$ cat config.mk
export PLATFORM = sky130hd
export DESIGN_NAME = thirty_two_bit_adder
export DESIGN_NICKNAME = d
export VERILOG_FILES = /design/src/rtl/thirty_two_bit_adder.sv
export SDC_FILE = /design/constraint.sdc
export NUM_CORES = 1
export LEC_CHECK = 0
export BUFFER_PORTS_ARGS = -buffer_cell sky130_fd_sc_hd__buf_2
export CORE_ASPECT_RATIO = 1.75
export CORE_UTILIZATION = 35
export CTS_BUF_LIST = sky130_fd_sc_hd__clkbuf_2
export DETAILED_ROUTE_END_ITERATION = 6
export GPL_ROUTABILITY_DRIVEN = 1
export RECOVER_POWER = 50
export SLEW_MARGIN = 20
export SYNTH_ARGS = -nofsm -noshare
export SYNTH_HDL_FRONTEND = slang
export SYNTH_SLANG_ARGS = --single-unit
$ cat constraint.sdc
create_clock -name clk -period 7.77 [get_ports clk]
set_input_delay 0.3885 -clock clk [delete_from_list [all_inputs] [get_ports clk]]
set_output_delay 0.3885 -clock clk [all_outputs]
set_load 0.02 [all_outputs]
$ cat src/rtl/thirty_two_bit_adder.sv
// rtl/thirty_two_bit_adder.sv - registered 32-bit carry-lookahead adder; optional flags under ADDER_FLAGS_EN
module thirty_two_bit_adder #(
    parameter int WIDTH = 32,
    parameter int GROUP = 4
) (
    input  logic             clk,
    input  logic             reset,
    input  logic             in_valid,
    input  logic [WIDTH-1:0] a,
    input  logic [WIDTH-1:0] b,
    input  logic             cin,
    output logic [WIDTH-1:0] sum,
    output logic             cout,
`ifdef ADDER_FLAGS_EN
    output logic             overflow,
    output logic             zero,
    output logic             negative,
`endif
    output logic             out_valid
);

    localparam int NGROUP = WIDTH / GROUP;

    logic [WIDTH-1:0] g;
    logic [WIDTH-1:0] p;
    logic [WIDTH-1:0] carry;
    logic [WIDTH-1:0] sum_next;
    logic             cout_next;
    logic             group_cin;
    logic             cj;
    logic             term;

    assign g = a & b;
    assign p = a ^ b;

    // Lookahead inside each group from its carry-in; group carry-outs ripple to the next group
    always_comb begin
        carry     = '0;
        cout_next = 1'b0;
        group_cin = cin;
        cj        = 1'b0;
        term      = 1'b0;
        for (int gi = 0; gi < NGROUP; gi++) begin
            for (int j = 0; j <= GROUP; j++) begin
                // all-propagate path from the group carry-in
                cj = group_cin;
                for (int k = 0; k < j; k++) begin
                    cj = cj & p[gi*GROUP + k];
                end
                // generate at bit k, propagated through bits k+1 .. j-1
                for (int k = 0; k < j; k++) begin
                    term = g[gi*GROUP + k];
                    for (int m = k + 1; m < j; m++) begin
                        term = term & p[gi*GROUP + m];
                    end
                    cj = cj | term;
                end
                if (j < GROUP) begin
                    carry[gi*GROUP + j] = cj;
                end
            end
            group_cin = cj;
        end
        cout_next = group_cin;
    end

    assign sum_next = p ^ carry;

    // Output register: reset clears, in_valid loads, otherwise hold the last result
    always_ff @(posedge clk) begin
        if (reset) begin
            sum       <= '0;
            cout      <= 1'b0;
            out_valid <= 1'b0;
`ifdef ADDER_FLAGS_EN
            overflow  <= 1'b0;
            zero      <= 1'b0;
            negative  <= 1'b0;
`endif
        end else begin
            out_valid <= in_valid;
            if (in_valid) begin
                sum      <= sum_next;
                cout     <= cout_next;
`ifdef ADDER_FLAGS_EN
                // signed overflow: carry into the sign bit differs from carry out of it
                overflow <= carry[WIDTH-1] ^ cout_next;
                zero     <= (sum_next == '0);
                negative <= sum_next[WIDTH-1];
`endif
            end
        end
    end

endmodule

Yosys cells after proc, flatten, opt, wreduce, memory -nomap -nowiden
Index checks and enable logic that the tools add are counted.
W data, S select, Z words.
{"block": "word_totals", "register_bits": 34, "in_bits": 68, "output_inout_bits": 34, "wordCells": 166}
{"block": "op_classes", "n_bitwise": 163}
{"op": "$and A1 B1 Y1", "n": 80}
{"op": "$or A1 B1 Y1", "n": 80}
{"op": "$xor A32 B32 Y32", "n": 2}
{"op": "$and A32 B32 Y32", "n": 1}

Longest topological paths before layout
Gate-level depths: netlist of the first run.
{"block": "logic_depth", "depth_word": 65, "depth_mapped": 33}

Worst setup path after synthesis of the first run
No wires, ideal clock.
{"block": "synth_path", "kind": "input to register", "from": "input port a[0]", "to": "register sum[31]", "setup_ps": 122, "t_arrival_ps": 6439, "path_slack_ps": 1209, "path_stages": 33, "path_buffers": 0, "path_cell_list": "ha_1 -> ha_1 -> o211ai_1 -> nand2_1 -> a21o_1 -> ha_1 -> o211ai_1 -> nand2_1 -> a21o_1 -> ha_1 -> o211ai_1 -> nand2_1 -> a21o_1 -> ha_1 -> o211ai_1 -> nand2_1 -> a21o_1 -> ha_1 -> o211ai_1 -> nand2_1 -> a21o_1 -> ha_1 -> o211ai_1 -> nand2_1 -> a21o_1 -> ha_1 -> o211ai_1 -> nand2_1 -> a21o_1 -> ha_1 -> o211a_1 -> o2111a_1 -> a311o_1"}
{"block": "synth_via", "elab_chain_cells": 64, "elab_cells_between_ends": 68, "classes_between": "bitwise: 68"}
{"item": "from (decl)", "line_no": "9", "text": "input logic [WIDTH-1:0] a,"}
{"item": "$xor A32 B32 Y32", "line_no": "34", "text": "assign p = a ^ b;"}
{"item": "$and A1 B1 Y1 (4 in series)", "line_no": "48", "text": "cj = cj & p[gi*GROUP + k];"}
{"item": "$or A1 B1 Y1 * (4 in series)", "line_no": "56", "text": "cj = cj | term;"}
{"item": "$and A1 B1 Y1 * (4 in series)", "line_no": "48"}
{"item": "$or A1 B1 Y1 * (4 in series)", "line_no": "56"}
{"item": "$and A1 B1 Y1 * (4 in series)", "line_no": "48"}
{"item": "$or A1 B1 Y1 * (4 in series)", "line_no": "56"}
{"item": "$and A1 B1 Y1 * (4 in series)", "line_no": "48"}
{"item": "[8 not listed]"}
{"item": "$or A1 B1 Y1 * (4 in series)", "line_no": "56"}
{"item": "$and A1 B1 Y1 * (4 in series)", "line_no": "48"}
{"item": "$or A1 B1 Y1 * (4 in series)", "line_no": "56"}
{"item": "$and A1 B1 Y1 * (4 in series)", "line_no": "48"}
{"item": "$or A1 B1 Y1 * (4 in series)", "line_no": "56"}
{"item": "$and A1 B1 Y1 * (3 in series)", "line_no": "48"}
{"item": "$or A1 B1 Y1 * (3 in series)", "line_no": "56"}
{"item": "$xor A32 B32 Y32 *", "line_no": "67", "text": "assign sum_next = p ^ carry;"}
{"item": "to (signal assigned)", "line_no": "83", "text": "sum <= sum_next;"}
{"item": "to (decl)", "line_no": "12", "text": "output logic [WIDTH-1:0] sum,"}
Mark *: on every way between the ends. The rest lies on a longest branch, timed or not.
A chain may end at the register's enable or synchronous reset.

Final worst setup path of the first run
Ends and elaborated chain as after synthesis.

==> results.cfg, run 1 <==
[die]
num_rows = 40
start_util_pct = 36.6
die-area_um2 = 7630
core_area_um2 = 6960
dieHeight_um = 115
ios = 102
die_w_um = 66.5

[timing]
fin_crit_ns = 6.78
tns_ns = 0
setup_violations = 0
fmax_mhz = 147
drv_slew = 53
min_period_over_period_pct = 87.3
max_slew.worst_pin.slew_ns = 2.46
setup_slack_ns = 0.986
rsz0062_at_grt = no
hold_viol = 0
timing.slew.headroom_pct = -64.3
fin_skew_ns = 0

[power]
irDropWorstVdd_v = 0.0000616
power_per_cell_area_nw_per_um2 = 151
cellLeakagePower_nw = 1.42
power_w = 0.000463

[yosys]
syn_area_per_cell_um2 = 9.87
async_flop_share_pct = 0
synth-compound-area-share_pct = 23.3
syn_inst = 258
synth_flop_cell = dfxtp_1
synth_edf_count = 0
synth_top_family_by_area = adder cells
synth_mux_area_share_pct = 3.14
syn-num-nets = 374
synthXorXnorAreaFrac_pct = 2.75
syn_area_um2 = 2550
ys_seq_area_share_pct = 26.7
synth-simple-area-share_pct = 13.4
yosysWarnings = 0
ys_ff_latch = 34
synthAdderAreaFrac_pct = 25.9
synth_cell_types = 33

[routing]
postRouteWirelength_um = 6490
vias_per_cell = 5.38
drc = 0
drtAntennaViolNets = 0
drt-initial-drc-count = 58
num_vias = 2353
post_drt_wl_per_cell_um = 14.9
drt-pass1-iter-count = 4

[cells_and_area]
final_nets = 468
final_util_pct = 44.1
num_antenna_cells = 0
fill_cells = 727
area_growth_pct = 20.4
drive_above_1_share_pct = 22.9
fin_area_um2 = 3070

[hold_path]
whs_endpoint = sum[6]
hp-class = input port to flip-flop
whs_path_depth = 3
min_from = b[5]

[flow_run]
maxCapViolations = 1

[global_routing]
grt_antenna_before_repair = 0
grt_overflow_total = 0
grt_pass1_vias = 2304
grt_max_degree = 53
track_usage_pct = 17.4
grt_pass1_wl_um = 10200

[setup_path]
r2r-end = sum[9]
cpPeakStageDelay_ns = 0.35
ff2ff_setup_slack_ns = 6.94
crit_path_end_kind = flip-flop
start_kind = input port
worstPathMaxFanout = 3
path_common_cell = ha_1
crit_required_ns = 8.05
r2r_cells = 2
slowest_stage = o211ai_1
path_class = input port to flip-flop
reg2reg_from = sum[9]
crit_arrival_ns = 7.06

[cts]
cts_buffers = 5
ctsResizeCount = 0
tritoncts = built
cts.path.max_buffers = 2
post_cts_buffers = 0
clk_latency_ns = 0.37
cts_root_buf = clkbuf_2
cts-hold-fix-buffers = 0
htree_num_levels = 2
clock-sinks = 34
path_clk_slew_ns = 0.19

[status]
status = finished, violations left
violations = capacitance limit, slew limit

[placed_design]
numPortBuffers = 101
post-place-ws_ns = 0.572
post-dp-hpwl_um = 4970
gp_congestion = 0.743
placed_cell_area_um2 = 3070
[kinds of logic (layout without fill, tap and decap cells)]
family | after synthesis | after routing
mux | 8 | 8
compound gates | 73 | 73
flops | 34 | 34
xor+xnor | 8 | 8
simple gates | 65 | 65
fa+ha+maj | 48 | 48
buf+inv | 22 | 117
[how the worst max path moves through the flow]
| stage | cells past startpoint | from | slack (ns) | end |
|---|---|---|---|---|
| after floorplan | 33 | a[0] | 1.21 | sum[31] |
| after global placement | 34 | a[0] | 0.70 | sum[31] |
| final | 34 | a[0] | 0.99 | sum[31] |
| after global routing | 34 | a[0] | 0.52 | sum[31] |
| after detailed placement | 34 | a[0] | 0.57 | sum[31] |
| after CTS | 34 | a[0] | 0.99 | sum[31] |
[stage by stage]
step	std cells	hold WS, ns
final	437	0.377
after global routing	437	0.323
after CTS	437	0.350
after detailed placement	429	0.481
after global placement	429	0.468
after floorplan	258	0.549
[critical path: cells and delay by family]
family | cells | cell delay, ns
AO/OA/AOI/OAI | 17 | 4.14
adder cells (fa/ha/maj) | 9 | 1.81
AND/OR/NAND/NOR | 7 | 0.59
buffers and inverters | 1 | 0.11
[power breakdown]
group	switching [W]	total (W)	internal [W]	leakage, nW
sequential	0.00000970	0.000203	0.000193	0.281
combinational	0.000102	0.000175	0.0000732	1.11
clock	0.0000628	0.0000850	0.0000222	0.0304
total	0.000175	0.000463	0.000288	1.42
[layout by cell type, fill, tap and decap left out, drive strengths merged]
cell type,Yosys,routed
nand3,16,16
inv,7,7
a311oi,1,1
a21oi,7,7
o211ai,7,7
o211a,1,1
a2111oi,7,7
a311o,8,8
a211oi,8,8
fa,8,8
clkinv,0,2
nor2,18,18
xnor2,8,8
o311ai,8,8
a21o,8,8
dfxtp,34,34
o21ai,9,9
mux2i,8,8
o21a,8,8
nand2,15,15
buf,14,70
nor3b,8,8
and4b,7,7
ha,40,40
nor4,1,1
o2111a,1,1
clkbuf,1,38
[synth_stat cells (3+ instances only)]
library cell	instances	share of area, %
ha_1	40	20
dfxtp_1	34	27
nor2_1	18	2.7
nand3_1	16	3.1
nand2_1	15	2.2
a211oi_1	8	2.4
a311o_1	8	3.1
fa_1	8	6.3
mux2i_1	8	3.1
nor3b_1	8	2.4
o21a_1	8	2.4
o311ai_1	8	2.8
xnor2_1	8	2.8
a21o_1	7	2.1
a21oi_1	7	1.4
and4b_1	7	2.8
buf_2	7	1.4
o211ai_1	7	2.1
o21ai_1	6	1.2
a2111oi_0	5	1.7
inv_1	5	0.74
buf_4	4	1.2
o21ai_0	3	0.59
[layout make-up]
type	count	area, µm²	area share [%]
inverters	7	26.3	0.857
flip-flops and latches	34	681	22.2
repair buffers	102	470	15.3
well taps	84	105	3.43
multi-input cells	202	1740	56.9
clock inverters	2	8.76	0.286
clock buffers	6	30.0	0.980
[layer usage]
| metal | vias up | wire length (µm) | GRT usage (%) |
|---|---|---|---|
| met3 | 2 | 271 | 3.17 |
| li1 | 1167 | - | - |
| met5 | - | 0 | 0 |
| met1 | 1132 | 2560 | 18.5 |
| met4 | 0 | 36 | 5.11 |
| met2 | 52 | 3630 | 33.6 |
[registers in the layout (all words and copies together) (netlist names)]
| name | flops |
|---|---|
| out_valid | 1 |
| sum | 32 |
| cout | 1 |
Power figures use the tool's default switching activity.
==> run 2: changes to the inputs <==
- CORE_MARGIN: unset -> 2
- CORE_UTILIZATION: 35 -> 49
- CTS_BUF_LIST: sky130_fd_sc_hd__clkbuf_2 -> unset
- PLACE_DENSITY: unset -> 0.81
==> run 2 against run 1 <==
- global-route usage grew 3.3 points
- sequential share of layout area about the same
- setup slack worse by 0.17 ns
- first-iteration DRC count decreased by 19%
- largest cell class unchanged
- sequential power barely moved
- critical endpoint unchanged
- core utilization up 17 points
- register-to-register slack improved by 0.05 ns
- final area is essentially flat
- the flow now finishes without violations
==> results.cfg, run 2 (synthesized netlist as in run 1, its figures left out) <==
[die]
start_util_pct = 51.2
num_rows = 34
die-area_um2 = 5810
ios = 102
dieHeight_um = 99.4
die_w_um = 58.5
core_area_um2 = 4980

[routing]
vias_per_cell = 5.84
drt-initial-drc-count = 47
post_drt_wl_per_cell_um = 14.9
drc = 0
postRouteWirelength_um = 6030
drtAntennaViolNets = 0
drt-pass1-iter-count = 4
num_vias = 2358

[timing]
rsz0062_at_grt = no
fmax_mhz = 144
tns_ns = 0
fin_crit_ns = 6.96
min_period_over_period_pct = 89.6
timing.slew.headroom_pct = 34.5
max_slew.worst_pin.slew_ns = 0.982
setup_violations = 0
fin_skew_ns = 0
drv_slew = 0
hold_viol = 0
hold_ws_ns = 0.478

[placed_design]
gp_congestion = 0.802
numPortBuffers = 101
post-dp-hpwl_um = 4550

[cts]
clock-sinks = 34
cts_buffers = 5
clk_latency_ns = 0.28
tritoncts = built
cts_root_buf = clkbuf_8
post_cts_buffers = 0
ctsResizeCount = 0
cts.path.max_buffers = 2
cts-hold-fix-buffers = 0
path_clk_slew_ns = 0.07
htree_num_levels = 2

[setup_path]
cp_num_buf_inv = 1
crit_family = compound AO/OA/AOI/OAI gates
crit_path_end_kind = flip-flop
path_class = input port to flip-flop
worstPathMaxFanout = 3
crit_arrival_ns = 7.13
start_kind = input port
path_common_cell = ha_1
slowest_stage = o211ai_1
crit_required_ns = 7.94
cpPeakStageDelay_ns = 0.35

[power]
p_comb_share_pct = 33.9
power_frac_clock_pct = 25.8
power_per_cell_area_nw_per_um2 = 164
irDropWorstVdd_v = 0.000130
cellLeakagePower_nw = 1.42
power_w = 0.000504
internal_power_w = 0.000333
power_switching_w = 0.000171
swShare_pct = 34.0
pwr-share-seq_pct = 40.3

[cells_and_area]
top_regs = sum (32), cout (1), out_valid (1)
regMostFlops = sum
drive_above_1_share_pct = 22.3
final_nets = 467
num_antenna_cells = 0
final_util_pct = 61.6
largest_reg_flops = 32
final_common_cell = buf_2
mostFrequentLayoutCells = buf_2, ha_1, dfxtp_1, clkbuf_1, nor2_1
area_growth_pct = 20.3

[global_routing]
use_met3_pct = 4.03
met1_usage_pct = 20.6
grt_max_degree = 53
grt_pass1_wl_um = 9510
grt_pass1_vias = 2347
track_usage_pct = 20.7
busiest_layer = met2
grt_overflow_total = 0
grtUsageMet2_pct = 38.8
grt_antenna_before_repair = 0

[hold_path]
hp-class = flip-flop to flip-flop

[flow_run]
maxCapViolations = 0

[status]
status = completed
==> run 2: changes by cell type in the layout (fill, tap and decap cells not counted), sizes merged <==
cell / delta
buf: -3
clkbuf: +2
clkinv: -2
==> run 2: routing by layer <==
metal / vias to the layer above / wire length [µm]
met5: - / 0
met1: 1109 / 2220
met3: 13 / 314
met2: 73 / 3350
li1: 1163 / -
met4: 0 / 147
==> run 2: worst paths after layout <==
path | startpoint | endpoint | slack (ns) | cells after the start
worst min register to register | sum[0] | sum[0] | 0.48 | 2
worst min-delay path | sum[0] | sum[0] | 0.48 | 2
worst max register to register | sum[17] | sum[17] | 6.99 | 2
worst max-delay path | a[0] | sum[31] | 0.81 | 34
==> run 2: power groups by stage <==
stage / clock network [W] / registers, W / logic (W)
2_1_floorplan: 0 / 0.000228 / 0.0000977
3_3_place_gp: 0 / 0.000206 / 0.000172
3_5_place_dp: 0 / 0.000206 / 0.000176
4_1_cts: 0.000132 / 0.000202 / 0.000177
5_1_grt: 0.000138 / 0.000205 / 0.000188
6_report: 0.000130 / 0.000203 / 0.000171
==> run 2: worst reg2reg max path: stages (launching register included) <==
cell and delay (ns):
dfxtp_1 0.35, nor2_1 0.05, a211oi_1 0.28
==> run 2: final cells by class <==
| type | count | area [µm²] |
|---|---|---|
| fillers | 451 | 1910 |
| well taps | 54 | 67.6 |
| multi-input cells | 202 | 1740 |
| inverters | 7 | 26.3 |
| repair buffers | 101 | 463 |
| flip-flops and latches | 34 | 681 |
| clock buffers | 6 | 82.6 |
==> run 2: metrics by stage <==
step                cell area, µm²  setup slack, ns  instances
finish                        3060            0.812        404
global placement              3020            0.736        398
detailed placement            3020            0.538        398
global route                  3060            0.295        404
floorplan                     2550             1.21        258
CTS                           3110            0.788        404
